===== src/rtl/axi_lite_spi_cmd_master.sv =====
// Single-outstanding command port to AXI4-Lite master bridge with registered outputs.
// Define AXI_CMD_TIMEOUT_EN to add a hung-slave wait counter that forces a 2'b11 response.
module axi_lite_spi_cmd_master #(
  parameter int unsigned TIMEOUT_CYCLES = 1024
) (
  input  logic        clk,
  input  logic        resetn,
  input  logic        cmd_valid,
  output logic        cmd_ready,
  input  logic        cmd_write,
  input  logic [31:0] cmd_addr,
  input  logic [31:0] cmd_wdata,
  input  logic [3:0]  cmd_wstrb,
  output logic        rsp_valid,
  input  logic        rsp_ready,
  output logic [31:0] rsp_rdata,
  output logic [1:0]  rsp_resp,
  output logic [31:0] axi_lite_awaddr,
  output logic        axi_lite_awvalid,
  input  logic        axi_lite_awready,
  output logic [31:0] axi_lite_wdata,
  output logic [3:0]  axi_lite_wstrb,
  output logic        axi_lite_wvalid,
  input  logic        axi_lite_wready,
  input  logic [1:0]  axi_lite_bresp,
  input  logic        axi_lite_bvalid,
  output logic        axi_lite_bready,
  output logic [31:0] axi_lite_araddr,
  output logic        axi_lite_arvalid,
  input  logic        axi_lite_arready,
  input  logic [31:0] axi_lite_rdata,
  input  logic        axi_lite_rvalid,
  output logic        axi_lite_rready
);

  typedef enum logic [2:0] {IDLE, WR_REQ, WR_RESP, RD_REQ, RD_DATA, RSP} state_t;

  state_t      state_reg, state_next;
  logic        aw_done_reg, aw_done_next, w_done_reg, w_done_next;
  logic [31:0] addr_reg, addr_next, wdata_reg, wdata_next;
  logic [3:0]  wstrb_reg, wstrb_next;
  logic [31:0] rdata_reg, rdata_next;
  logic [1:0]  resp_reg, resp_next;
  logic        cmd_ready_reg, cmd_ready_next;
  logic        awvalid_reg, awvalid_next, wvalid_reg, wvalid_next;
  logic        bready_reg, bready_next, arvalid_reg, arvalid_next;
  logic        rready_reg, rready_next, rsp_valid_reg, rsp_valid_next;
  logic        timeout;

  always_ff @(posedge clk or negedge resetn) begin
    if (!resetn) begin
      state_reg     <= IDLE;
      aw_done_reg   <= 1'b0;
      w_done_reg    <= 1'b0;
      addr_reg      <= '0;
      wdata_reg     <= '0;
      wstrb_reg     <= '0;
      rdata_reg     <= '0;
      resp_reg      <= '0;
      cmd_ready_reg <= 1'b0;
      awvalid_reg   <= 1'b0;
      wvalid_reg    <= 1'b0;
      bready_reg    <= 1'b0;
      arvalid_reg   <= 1'b0;
      rready_reg    <= 1'b0;
      rsp_valid_reg <= 1'b0;
    end else begin
      state_reg     <= state_next;
      aw_done_reg   <= aw_done_next;
      w_done_reg    <= w_done_next;
      addr_reg      <= addr_next;
      wdata_reg     <= wdata_next;
      wstrb_reg     <= wstrb_next;
      rdata_reg     <= rdata_next;
      resp_reg      <= resp_next;
      cmd_ready_reg <= cmd_ready_next;
      awvalid_reg   <= awvalid_next;
      wvalid_reg    <= wvalid_next;
      bready_reg    <= bready_next;
      arvalid_reg   <= arvalid_next;
      rready_reg    <= rready_next;
      rsp_valid_reg <= rsp_valid_next;
    end
  end

  always_comb begin
    state_next   = state_reg;
    aw_done_next = aw_done_reg;
    w_done_next  = w_done_reg;
    addr_next    = addr_reg;
    wdata_next   = wdata_reg;
    wstrb_next   = wstrb_reg;
    rdata_next   = rdata_reg;
    resp_next    = resp_reg;
    case (state_reg)
      IDLE: begin
        aw_done_next = 1'b0;
        w_done_next  = 1'b0;
        if (cmd_valid && cmd_ready_reg) begin
          addr_next  = cmd_addr;
          wdata_next = cmd_wdata;
          wstrb_next = cmd_wstrb;
          state_next = cmd_write ? WR_REQ : RD_REQ;
        end
      end
      WR_REQ: begin
        // AW and W complete independently, in either order
        aw_done_next = aw_done_reg | (awvalid_reg & axi_lite_awready);
        w_done_next  = w_done_reg | (wvalid_reg & axi_lite_wready);
        if (aw_done_next && w_done_next) state_next = WR_RESP;
      end
      WR_RESP: begin
        if (bready_reg && axi_lite_bvalid) begin
          rdata_next = '0;
          resp_next  = axi_lite_bresp;
          state_next = RSP;
        end
      end
      RD_REQ: begin
        if (arvalid_reg && axi_lite_arready) state_next = RD_DATA;
      end
      RD_DATA: begin
        if (rready_reg && axi_lite_rvalid) begin
          rdata_next = axi_lite_rdata;
          resp_next  = 2'b00;
          state_next = RSP;
        end
      end
      RSP: begin
        if (rsp_valid_reg && rsp_ready) state_next = IDLE;
      end
      default: state_next = IDLE;
    endcase
    // A handshake landing in the expiry cycle still wins over the timeout
    if (timeout && state_next == state_reg) begin
      state_next = RSP;
      rdata_next = '0;
      resp_next  = 2'b11;
    end
  end

`ifdef AXI_CMD_TIMEOUT_EN
  localparam logic [15:0] WAIT_LAST = 16'(TIMEOUT_CYCLES - 1);
  logic [15:0] wait_cnt_reg, wait_cnt_next;
  logic        waiting;

  assign waiting = (state_reg == WR_REQ) || (state_reg == WR_RESP) ||
                   (state_reg == RD_REQ) || (state_reg == RD_DATA);
  assign timeout = waiting && (wait_cnt_reg == WAIT_LAST);

  always_comb begin
    wait_cnt_next = '0;
    if (state_next == state_reg && waiting) wait_cnt_next = wait_cnt_reg + 16'd1;
  end

  always_ff @(posedge clk or negedge resetn) begin
    if (!resetn) wait_cnt_reg <= '0;
    else         wait_cnt_reg <= wait_cnt_next;
  end
`else
  assign timeout = 1'b0;
`endif

  // Outputs are registered versions of what the next state requires
  always_comb begin
    cmd_ready_next = (state_next == IDLE);
    awvalid_next   = (state_next == WR_REQ) && !aw_done_next;
    wvalid_next    = (state_next == WR_REQ) && !w_done_next;
    bready_next    = (state_next == WR_RESP);
    arvalid_next   = (state_next == RD_REQ);
    rready_next    = (state_next == RD_DATA);
    rsp_valid_next = (state_next == RSP);
  end

  assign cmd_ready        = cmd_ready_reg;
  assign rsp_valid        = rsp_valid_reg;
  assign rsp_rdata        = rdata_reg;
  assign rsp_resp         = resp_reg;
  assign axi_lite_awaddr  = addr_reg;
  assign axi_lite_awvalid = awvalid_reg;
  assign axi_lite_wdata   = wdata_reg;
  assign axi_lite_wstrb   = wstrb_reg;
  assign axi_lite_wvalid  = wvalid_reg;
  assign axi_lite_bready  = bready_reg;
  assign axi_lite_araddr  = addr_reg;
  assign axi_lite_arvalid = arvalid_reg;
  assign axi_lite_rready  = rready_reg;

endmodule


===== config.mk =====
export PLATFORM = sky130hd
export DESIGN_NAME = axi_lite_spi_cmd_master
export DESIGN_NICKNAME = d
export VERILOG_FILES = /design/src/rtl/axi_lite_spi_cmd_master.sv
export SDC_FILE = /design/constraint.sdc
export NUM_CORES = 1
export LEC_CHECK = 0
export BUFFER_PORTS_ARGS = -buffer_cell sky130_fd_sc_hd__buf_4
export CAP_MARGIN = 20
export CORE_UTILIZATION = 38
export DETAILED_ROUTE_END_ITERATION = 12
export GPL_TIMING_DRIVEN = 0
export PLACE_DENSITY = 0.78
export SETUP_SLACK_MARGIN = 0.4
export SLEW_MARGIN = 5
export SYNTH_ARGS = -nofsm -noshare
export SYNTH_HDL_FRONTEND = slang
export SYNTH_SLANG_ARGS = --single-unit
export TNS_END_PERCENT = 100

===== constraint.sdc =====
create_clock -name clk -period 2.5 [get_ports clk]
set_input_delay 0.5 -clock clk [delete_from_list [all_inputs] [get_ports clk]]
set_output_delay 0.5 -clock clk [all_outputs]
set_load 0.005 [all_outputs]

==> results of run 1 <==
[worst max-delay path, delay by kind of cell (launching register included)]
| family | cells | cell delay (ns) |
|---|---|---|
| buffers and inverters | 3 | 0.54 |
| AND/OR/NAND/NOR | 1 | 0.55 |
| flip-flops | 1 | 0.37 |
| multiplexers | 1 | 0.34 |
[final timing paths]
check | start | slack [ns] | cells past startpoint | to
setup / recovery | state_reg[1]$_DFF_PN0_ | 0.57 | 5 | axi_lite_wdata[14]$_DFFE_PN0P_
hold / removal | resetn | 0.04 | 1 | rsp_rdata[11]$_DFFE_PN0P_
setup reg to reg | state_reg[1]$_DFF_PN0_ | 0.57 | 5 | axi_lite_wdata[14]$_DFFE_PN0P_
hold reg to reg | rsp_rdata[8]$_DFFE_PN0P_ | 0.48 | 2 | rsp_rdata[8]$_DFFE_PN0P_
max in group asynchronous | resetn | 1.79 | 2 | axi_lite_wstrb[0]$_DFFE_PN0P_
min in group clk | cmd_wstrb[1] | 0.31 | 2 | axi_lite_wstrb[1]$_DFFE_PN0P_
[Yosys cell counts, types with 2 or more instances]
library cell / n
mux2_2: 48
buf_4: 35
dfrtp_1: 114
clkbuf_1: 5
nor3_1: 4
nor2_1: 5
inv_1: 4
buf_2: 6
buf_6: 6
o21ai_0: 37
nand2_1: 72
or3b_2: 2
mux2_1: 20
a21oi_1: 4
[final cells by class]
type	count	area share, %
repair buffers	253	26.0
inverters	4	0.203
clock buffers	21	6.23
clock inverters	11	1.83
flip-flops and latches	114	38.6
multi-input cells	205	19.4
well taps	147	2.49
plain buffers	52	5.18
[metal layers]
layer  routed length, um  up-vias  GRT usage [%]
met2                6270      147           32.8
met5                   0        -              0
met4                 167        0           8.25
met3                 732       14           5.95
li1                    -     1777              -
met1                4800     1806           22.8
[power breakdown]
part | switching, mW | internal (mW)
Sequential | 0.440 | 2.54
Clock | 0.799 | 1.61
Combinational | 1.22 | 2.19
[logic make-up (layout without fill, tap and decap cells)]
| kind of cell | after synthesis | in the layout | share of synthesized area (%) |
|---|---|---|---|
| AO/OA/AOI/OAI | 47 | 47 | 5.69 |
| AND/OR/NAND/NOR | 90 | 90 | 8.58 |
| flip-flops | 114 | 114 | 60.9 |
| buffers and inverters | 56 | 341 | 8.42 |
| multiplexers | 68 | 68 | 16.4 |
[per-stage QoR]
step | area (sq um) | instances
after floorplan | 4680 | 375
after global placement | 6760 | 774
after CTS | 7360 | 806
after detailed placement | 6760 | 774
after global routing | 7390 | 807
final | 7390 | 807
[repair_timing]
action / in CTS / in global routing
hold buffers: 0 / 0
gates resized for setup: 0 / 1
endpoints found under the setup margin: 0 / 5
==> out/metrics.cfg, run 1 <==
[outcome]
status = finished clean

[run]
drv_cap = 0

[timing]
setup_tns_ns = 0
setup_violations = 0
hold_slack_ns = 0.0398
skew_ns = 0.00826
final-hold-violation-count = 0
rsz0062_at_grt = false
slew_headroom_pct = 62.5
fin_ws_ns = 0.572
drv_slew = 0
finalCritPeriodShare_pct = 77.1
worstMarginPinSlew_ns = 0.559
fmax_ghz = 0.519
finalCriticalPeriod_ns = 1.93

[pwr]
p_leak_nw = 3.68
p_per_area_mw_per_mm2 = 1190
vdd_drop_max_mv = 0.535
power_mw = 8.80

[logic_synthesis]
synth_top_area_share_pct = 60.9
synth_nets = 487
synthArstFlopShare_pct = 100
post_synth_inst_count = 375
yosys.area.top_type = dfrtp_1
avgSynthCellArea_sq_um = 12.5
synth_cell_type_count = 27
synth_seq_area_share_pct = 60.9
synthFlopType = dfrtp_1
synthTopCellsByArea = dfrtp_1 61%, mux2_2 12%, nand2_1 5.8%, buf_4 5.6%, mux2_1 4.8%
yosys_warnings = 0
synth_area_sq_mm = 0.00468
synth_edf_count = 0
synth-seq-cells = 114

[routing]
drc = 0
ant_nets = 0
drt-initial-drc-count = 117
wl_per_cell_um = 14.8
viasPerCell = 4.64
vias = 3744
dr.pass1.iters = 4
totalWireLength_um = 12000

[final_layout]
final_cell_mix = 285 x buf_4, 114 x dfrtp_1, 72 x nand2_1
nets = 759
fillers = 934
syn_to_final_growth_pct = 57.8
layout_commonest_cell = buf_4
regArea_sq_mm = 0.00285
multiInputGateArea_sq_mm = 0.00143
antenna_cells = 0
fin_util_pct = 61.5
layout-drive-gt1-share_pct = 58.3

[setup_path]
worstPathCellList = buf_6 -> nor4_4 -> buf_6 -> buf_6 -> mux2_1
worstPathMaxFanout = 10
startpoint_type = flip-flop
critPathMostFrequentCell = buf_6
cp_data_arrival_time_ns = 2.20
required_ns = 2.78
end_kind = flip-flop
worst_path_largest_cell_delay_ns = 0.55
crit_type = flip-flop to flip-flop
crit_slowest_cell = nor4_4

[global_routing]
grt_max_degree = 115
gr-total-overflow = 0
grt_pass1_vias = 3709
grt_pass1_wl_um = 18700
antenna_found_initial = 0
grt.total_usage_pct = 19.3

[clocking]
cts_tree = built
path_clk_slew_ns = 0.05
htree_levels = 4
insertion_delay_ns = 0.41
root_buffer = clkbuf_16
cts.sink_count = 114
cts_setup_buffers = 0
numCtsBuffers = 17
clock_path_buffers = 2

[placement]
gp_congestion = 0.756
preCtsSetupSlack_ns = 0.426
io_buffers = 252
dp_hpwl_um = 8960

[die]
num_io_pins = 253
placementRows = 40
die-area_sq_mm = 0.0128
initial_utilization_pct = 39.0
dieHeight_um = 113
coreArea_sq_mm = 0.0120
die_w_um = 113

[worst_hold_path]
hold_class = primary input to async pin

Power figures use the tool's default switching activity.
==> inputs of run 2 (changes only) <==
- PLACE_DENSITY: 0.78 -> 0.8
- clock period: 2.5 -> 1.7 ns (I/O delays scaled with it)
==> run 2 against run 1 <==
  * The run now ends with negative setup slack left
  * Final cell count is 8.7% higher
  * Via count is 14% higher
  * Critical path depth is 1 higher
  * First-iteration DRC count is 64% higher
  * Combinational power is 140% higher
  * Die area stayed put
  * Sequential share of layout area is 7.4 points lower
  * Total power is 86% higher
  * Hold slack better by 0.12 ns
  * Clock power is 48% higher
  * Utilization is 15 points higher
  * Cell area is 24% higher
==> out/metrics.cfg, run 2 (synthesis results as in run 1) <==
[routing]
dr.pass1.iters = 4  ; unchanged
totalWireLength_um = 16400  ; was 12000 um
drt-initial-drc-count = 192  ; was 117
ant_nets = 0  ; unchanged
vias = 4273  ; was 3744
drc = 0  ; unchanged
viasPerCell = 4.87  ; was 4.64
wl_per_cell_um = 18.7  ; was 14.8 um

[clocking]
root_buffer = clkbuf_16  ; unchanged
path_clk_slew_ns = 0.05  ; about the same
cts_tree = built  ; unchanged
cts.sink_count = 114  ; unchanged
insertion_delay_ns = 0.41  ; about the same
clock_path_buffers = 2  ; unchanged
numCtsBuffers = 17  ; unchanged
htree_levels = 4  ; unchanged

[final_layout]
syn_to_final_growth_pct = 95.5  ; was 57.8%
layout-drive-gt1-share_pct = 76.2  ; was 58.3%
finalInstanceArea_sq_mm = 0.00915  ; was 0.00739 sq mm
final_cell_mix = 203 x buf_4, 150 x buf_6, 112 x dfrtp_1  ; was 285 x buf_4, 114 x dfrtp_1, 72 x nand2_1
antenna_cells = 0  ; unchanged
layout_commonest_cell = buf_4  ; unchanged
fillers = 691  ; was 934
regArea_sq_mm = 0.00286  ; was 0.00285 sq mm
nets = 829  ; was 759
multiInputGateArea_sq_mm = 0.00194  ; was 0.00143 sq mm

[pwr]
vdd_drop_max_mv = 1.22  ; was 0.535 mV
power_mw = 16.4  ; was 8.80 mW
p_per_area_mw_per_mm2 = 1790  ; was 1190 mW/mm^2
p_leak_nw = 4.45  ; was 3.68 nW

[timing]
fin_ws_ns = -0.0451  ; was 0.572 ns
drv_slew = 0  ; unchanged
setup_violations = 30  ; was 0
worstMarginPinSlew_ns = 0.393  ; was 0.559 ns
finalCritPeriodShare_pct = 103  ; was 77.1%
skew_ns = 0.00762  ; was 0.00826 ns
rsz0062_at_grt = true  ; was false
fmax_ghz = 0.573  ; was 0.519 GHz
final-hold-violation-count = 0  ; unchanged
slew_headroom_pct = 73.8  ; was 62.5%
finalCriticalPeriod_ns = 1.75  ; was 1.93 ns

[die]
die-area_sq_mm = 0.0128  ; unchanged
coreArea_sq_mm = 0.0120  ; unchanged
die_w_um = 113  ; unchanged
placementRows = 40  ; unchanged
dieHeight_um = 113  ; unchanged
num_io_pins = 253  ; unchanged
initial_utilization_pct = 39.0  ; unchanged

[setup_path]
worst_path_largest_cell_delay_ns = 0.39  ; was 0.55 ns
required_ns = 1.99  ; was 2.78 ns
crit_buf_inv = 4  ; was 3
crit_type = flip-flop to flip-flop  ; unchanged
startpoint_type = flip-flop  ; unchanged
cp_data_arrival_time_ns = 2.03  ; was 2.20 ns
worstPathMaxFanout = 5  ; was 10
end_kind = flip-flop  ; unchanged
cp_top_family = buffers and inverters  ; was simple AND/OR/NAND/NOR gates
critPathMostFrequentCell = buf_6  ; unchanged
worstPathCellList = buf_6 -> nor4_4 -> buf_6 -> buf_12 -> clkbuf_16 -> mux2_4  ; was buf_6 -> nor4_4 -> buf_6 -> buf_6 -> mux2_1
crit_slowest_cell = dfrtp_1  ; was nor4_4

[run]
drv_cap = 0  ; unchanged

[global_routing]
grt_pass1_vias = 4230  ; was 3709
grt_max_degree = 115  ; unchanged
gr-total-overflow = 0  ; unchanged
grt_pass1_wl_um = 21500  ; was 18700 um
grt.total_usage_pct = 22.0  ; was 19.3%
antenna_found_initial = 0  ; unchanged

[placement]
dp_hpwl_um = 8890  ; was 8960 um
placed_area_sq_mm = 0.00677  ; was 0.00676 sq mm
preCtsSetupSlack_ns = -0.255  ; was 0.426 ns
io_buffers = 252  ; unchanged
gp_congestion = 0.794  ; was 0.756

[outcome]
status = finished with violations  ; was finished clean
failed_checks = negative setup slack

[worst_hold_path]
hold_class = primary input to flip-flop  ; was primary input to async pin

run 2: path summary, 6_finish.rpt:
check	start	endpoint	slack (ns)	cells after the start
max reg2reg	state_reg[2]$_DFF_PN0_	axi_lite_wdata[10]$_DFFE_PN0P_	-0.05	6
max	state_reg[2]$_DFF_PN0_	axi_lite_wdata[10]$_DFFE_PN0P_	-0.05	6
min reg2reg	rsp_rdata[17]$_DFFE_PN0P_	rsp_rdata[17]$_DFFE_PN0P_	0.50	2
min	cmd_addr[10]	axi_lite_araddr[10]$_DFFE_PN0P_	0.16	2
min in group asynchronous	resetn	rsp_rdata[18]$_DFFE_PN0P_	0.41	2
max in group asynchronous	resetn	axi_lite_wdata[15]$_DFFE_PN0P_	0.58	3
run 2: what timing repair did:
item / CTS / global route
gates cloned: 8 / 3
endpoints found under the hold margin: 0 / 39
endpoints found under the setup margin: 163 / 211
buffers inserted: 22 / 36
gates resized for setup: 238 / 117
hold buffers: 0 / 1
pin swaps: 14 / 52
run 2: layout make-up:
cell class / instances / share of cell area (%)
buffer: 52 / 6.56
clock buffer: 23 / 5.44
clock inverter: 9 / 1.12
inverter: 4 / 0.191
multi-input combinational: 205 / 21.2
sequential: 114 / 31.2
tap: 147 / 2.01
timing repair buffer: 323 / 32.3
run 2: power by group:
group	total, mW	internal (mW)	switching [mW]
sequential	4.69	3.75	0.947
combinational	8.11	5.48	2.63
clock	3.55	2.34	1.22
total	16.4	11.6	4.79
run 2: per-stage QoR:
stage          hold WS (ns)  setup TNS [ns]  util (%)  cells
6_report              0.159          -0.368      76.2    877
5_1_grt               0.147           -2.55      76.2    877
4_1_cts               0.130               0      69.5    836
3_5_place_dp          0.472          -20.35      56.3    774
3_3_place_gp          0.466          -20.17      56.3    774
2_1_floorplan        0.0444               0         -    375
run 2: layer usage:
metal | global-route usage, % | wire, um | up-vias
li1 | - | - | 1915
met1 | 24.8 | 6030 | 2112
met2 | 38.4 | 8910 | 199
met3 | 6.16 | 875 | 47
met4 | 11.0 | 544 | 0
met5 | 0 | 0 | -
==> inputs of run 3 (changes only) <==
--- a/config.mk
+++ b/config.mk
@@ -12,3 +12,3 @@
 export GPL_TIMING_DRIVEN = 0
-export PLACE_DENSITY = 0.8
+export PLACE_DENSITY = 0.78
 export SETUP_SLACK_MARGIN = 0.4
==> constraint.sdc (replaced) <==
create_clock -name clk -period 2 [get_ports clk]
set_input_delay 0.2 -clock clk [delete_from_list [all_inputs] [get_ports clk]]
set_output_delay 0.2 -clock clk [all_outputs]
set_load 0.005 [all_outputs]
==> run 3 against run 2 <==
  * The flow now finishes without violations
  * Clock skew is 0.0067 ns higher
  * Count of clock-buffer cells in the layout is 2 higher
  * Combinational power is 29% lower
  * Final cell count is 4.1% lower
  * Sequential share of layout area is 3.4 points higher
  * Cell area is 9.9% lower
  * Clock power is 19% lower
  * Routed wire length is 9.1% lower
  * Register-to-register slack better by 0.37 ns
  * Utilization is 7.6 points lower
  * Die area stayed put
  * Non-clock buffer count is 35 lower
  * Critical path type unchanged
  * Largest power group unchanged
==> out/metrics.cfg, run 3 (synthesis results as in run 1) <==
[final_layout]
layout-drive-gt1-share_pct = 64.3  ; was 76.2%
final_cell_mix = 294 x buf_4, 114 x dfrtp_1, 70 x nand2_1  ; was 203 x buf_4, 150 x buf_6, 112 x dfrtp_1
fillers = 874  ; was 691
layout_commonest_cell = buf_4  ; unchanged
syn_to_final_growth_pct = 76.1  ; was 95.5%
antenna_cells = 0  ; unchanged
nets = 794  ; was 829

[setup_path]
worstPathMaxFanout = 5  ; unchanged
cp_top_family = simple AND/OR/NAND/NOR gates  ; was buffers and inverters
required_ns = 2.32  ; was 1.99 ns
worstPathCellList = buf_6 -> buf_6 -> or3b_4 -> o21bai_4 -> and3_4 -> inv_4 -> nor2_1  ; was buf_6 -> nor4_4 -> buf_6 -> buf_12 -> clkbuf_16 -> mux2_4
critPathMostFrequentCell = buf_6  ; unchanged
crit_type = flip-flop to flip-flop  ; unchanged
cp_data_arrival_time_ns = 1.99  ; was 2.03 ns
crit_buf_inv = 3  ; was 4
worst_path_largest_cell_delay_ns = 0.42  ; was 0.39 ns
startpoint_type = flip-flop  ; unchanged
crit_slowest_cell = or3b_4  ; was dfrtp_1
end_kind = flip-flop  ; unchanged

[timing]
fmax_ghz = 0.596  ; was 0.573 GHz
setup_tns_ns = 0  ; was -0.368 ns
finalCriticalPeriod_ns = 1.68  ; was 1.75 ns
skew_ns = 0.0143  ; was 0.00762 ns
slew_headroom_pct = 66.8  ; was 73.8%
final-hold-violation-count = 0  ; unchanged
hold_slack_ns = 0.00826  ; was 0.159 ns
finalCritPeriodShare_pct = 83.9  ; was 103%
setup_violations = 0  ; was 30
worstMarginPinSlew_ns = 0.498  ; was 0.393 ns
rsz0062_at_grt = true  ; unchanged
drv_slew = 0  ; unchanged

[pwr]
p_leak_nw = 4.14  ; was 4.45 nW
vdd_drop_max_mv = 0.898  ; was 1.22 mV
power_mw = 12.5  ; was 16.4 mW
p_per_area_mw_per_mm2 = 1510  ; was 1790 mW/mm^2

[placement]
dp_hpwl_um = 9100  ; was 8890 um
io_buffers = 252  ; unchanged
gp_congestion = 0.780  ; was 0.794

[routing]
totalWireLength_um = 14900  ; was 16400 um
vias = 4047  ; was 4273
drt-initial-drc-count = 117  ; was 192
ant_nets = 0  ; unchanged
viasPerCell = 4.81  ; was 4.87
wl_per_cell_um = 17.7  ; was 18.7 um
drc = 0  ; unchanged
dr.pass1.iters = 5  ; was 4

[clocking]
cts_tree = built  ; unchanged
cts.sink_count = 114  ; unchanged
insertion_delay_ns = 0.42  ; was 0.41 ns
htree_levels = 4  ; unchanged
root_buffer = clkbuf_16  ; unchanged
clock_path_buffers = 2  ; unchanged
numCtsBuffers = 17  ; unchanged
path_clk_slew_ns = 0.05  ; about the same

[die]
die_w_um = 113  ; unchanged
initial_utilization_pct = 39.0  ; unchanged
coreArea_sq_mm = 0.0120  ; unchanged
placementRows = 40  ; unchanged
num_io_pins = 253  ; unchanged
dieHeight_um = 113  ; unchanged
die-area_sq_mm = 0.0128  ; unchanged

[global_routing]
grt_pass1_vias = 4143  ; was 4230
antenna_found_initial = 0  ; unchanged
grt_max_degree = 115  ; unchanged
grt.total_usage_pct = 21.2  ; was 22.0%
gr-total-overflow = 0  ; unchanged
grt_pass1_wl_um = 20500  ; was 21500 um

[run]
drv_cap = 0  ; unchanged

[outcome]
status = finished clean  ; was finished with violations

[worst_hold_path]
hold_class = primary input to flip-flop  ; unchanged

[run 3: cell count changes in the layout (fill, tap and decap cells not counted), sizes merged]
| cell | change |
|---|---|
| buf | -48 |
| dlygate4sd3 | +9 |
| clkbuf | +6 |
| clkinvlp | -3 |
[run 3: where the power goes]
part	internal (mW)	leakage (nW)	switching [mW]
Combinational	3.76	2.43	1.96
Sequential	3.18	1.44	0.660
Clock	1.88	0.275	1.01
Total	8.82	4.14	3.64
[run 3: final timing paths]
kind                                           start                              to  slack, ns  cells past startpoint
setup reg to reg              state_reg[1]$_DFF_PN0_       axi_lite_rready$_DFF_PN0_       0.32                      7
max in group asynchronous                     resetn  axi_lite_wdata[31]$_DFFE_PN0P_       1.05                      3
hold / removal                           cmd_addr[8]  axi_lite_araddr[8]$_DFFE_PN0P_      0.008                      2
setup / recovery              state_reg[1]$_DFF_PN0_       axi_lite_rready$_DFF_PN0_       0.32                      7
min in group asynchronous                     resetn   axi_lite_wstrb[2]$_DFFE_PN0P_       0.23                      2
hold reg to reg            rsp_rdata[24]$_DFFE_PN0P_       rsp_rdata[24]$_DFFE_PN0P_       0.48                      2
[run 3: per-layer routing]
metal	GRT usage, %	share of wire (%)
met5	0	0
met2	39.1	54
met3	5.46	6.2
met1	22.8	37
met4	9.39	2.3
[run 3: layout make-up]
cell class / instances / area [sq um] / area share [%]
multi-input cells: 205 / 1790 / 21.8
inverters: 4 / 17.5 / 0.213
clock buffers: 25 / 475 / 5.77
clock inverters: 6 / 80.1 / 0.972
repair buffers: 288 / 2370 / 28.8
flip-flops and latches: 114 / 2850 / 34.6
well taps: 147 / 184 / 2.23
plain buffers: 52 / 464 / 5.63
[run 3: per-stage QoR]
| step | area, sq um | worst slack (ns) | utilization, % | cells |
|---|---|---|---|---|
| floorplan | 4680 | 0.356 | - | 375 |
| global placement | 6760 | 0.0553 | 56.3 | 774 |
| detailed placement | 6760 | 0.0566 | 56.3 | 774 |
| CTS | 7760 | 0.321 | 64.6 | 833 |
| global route | 8240 | 0.248 | 68.6 | 841 |
| finish | 8240 | 0.323 | 68.6 | 841 |
[run 3: repair_timing]
item | 4_1_cts | 5_1_grt
pin swaps | 8 | 7
hold endpoints to repair | 69 | 0
hold buffers | 10 | 0
setup endpoints to repair | 110 | 110
resized for setup | 53 | 82
setup buffers | 16 | 1
cloned | 2 | 6
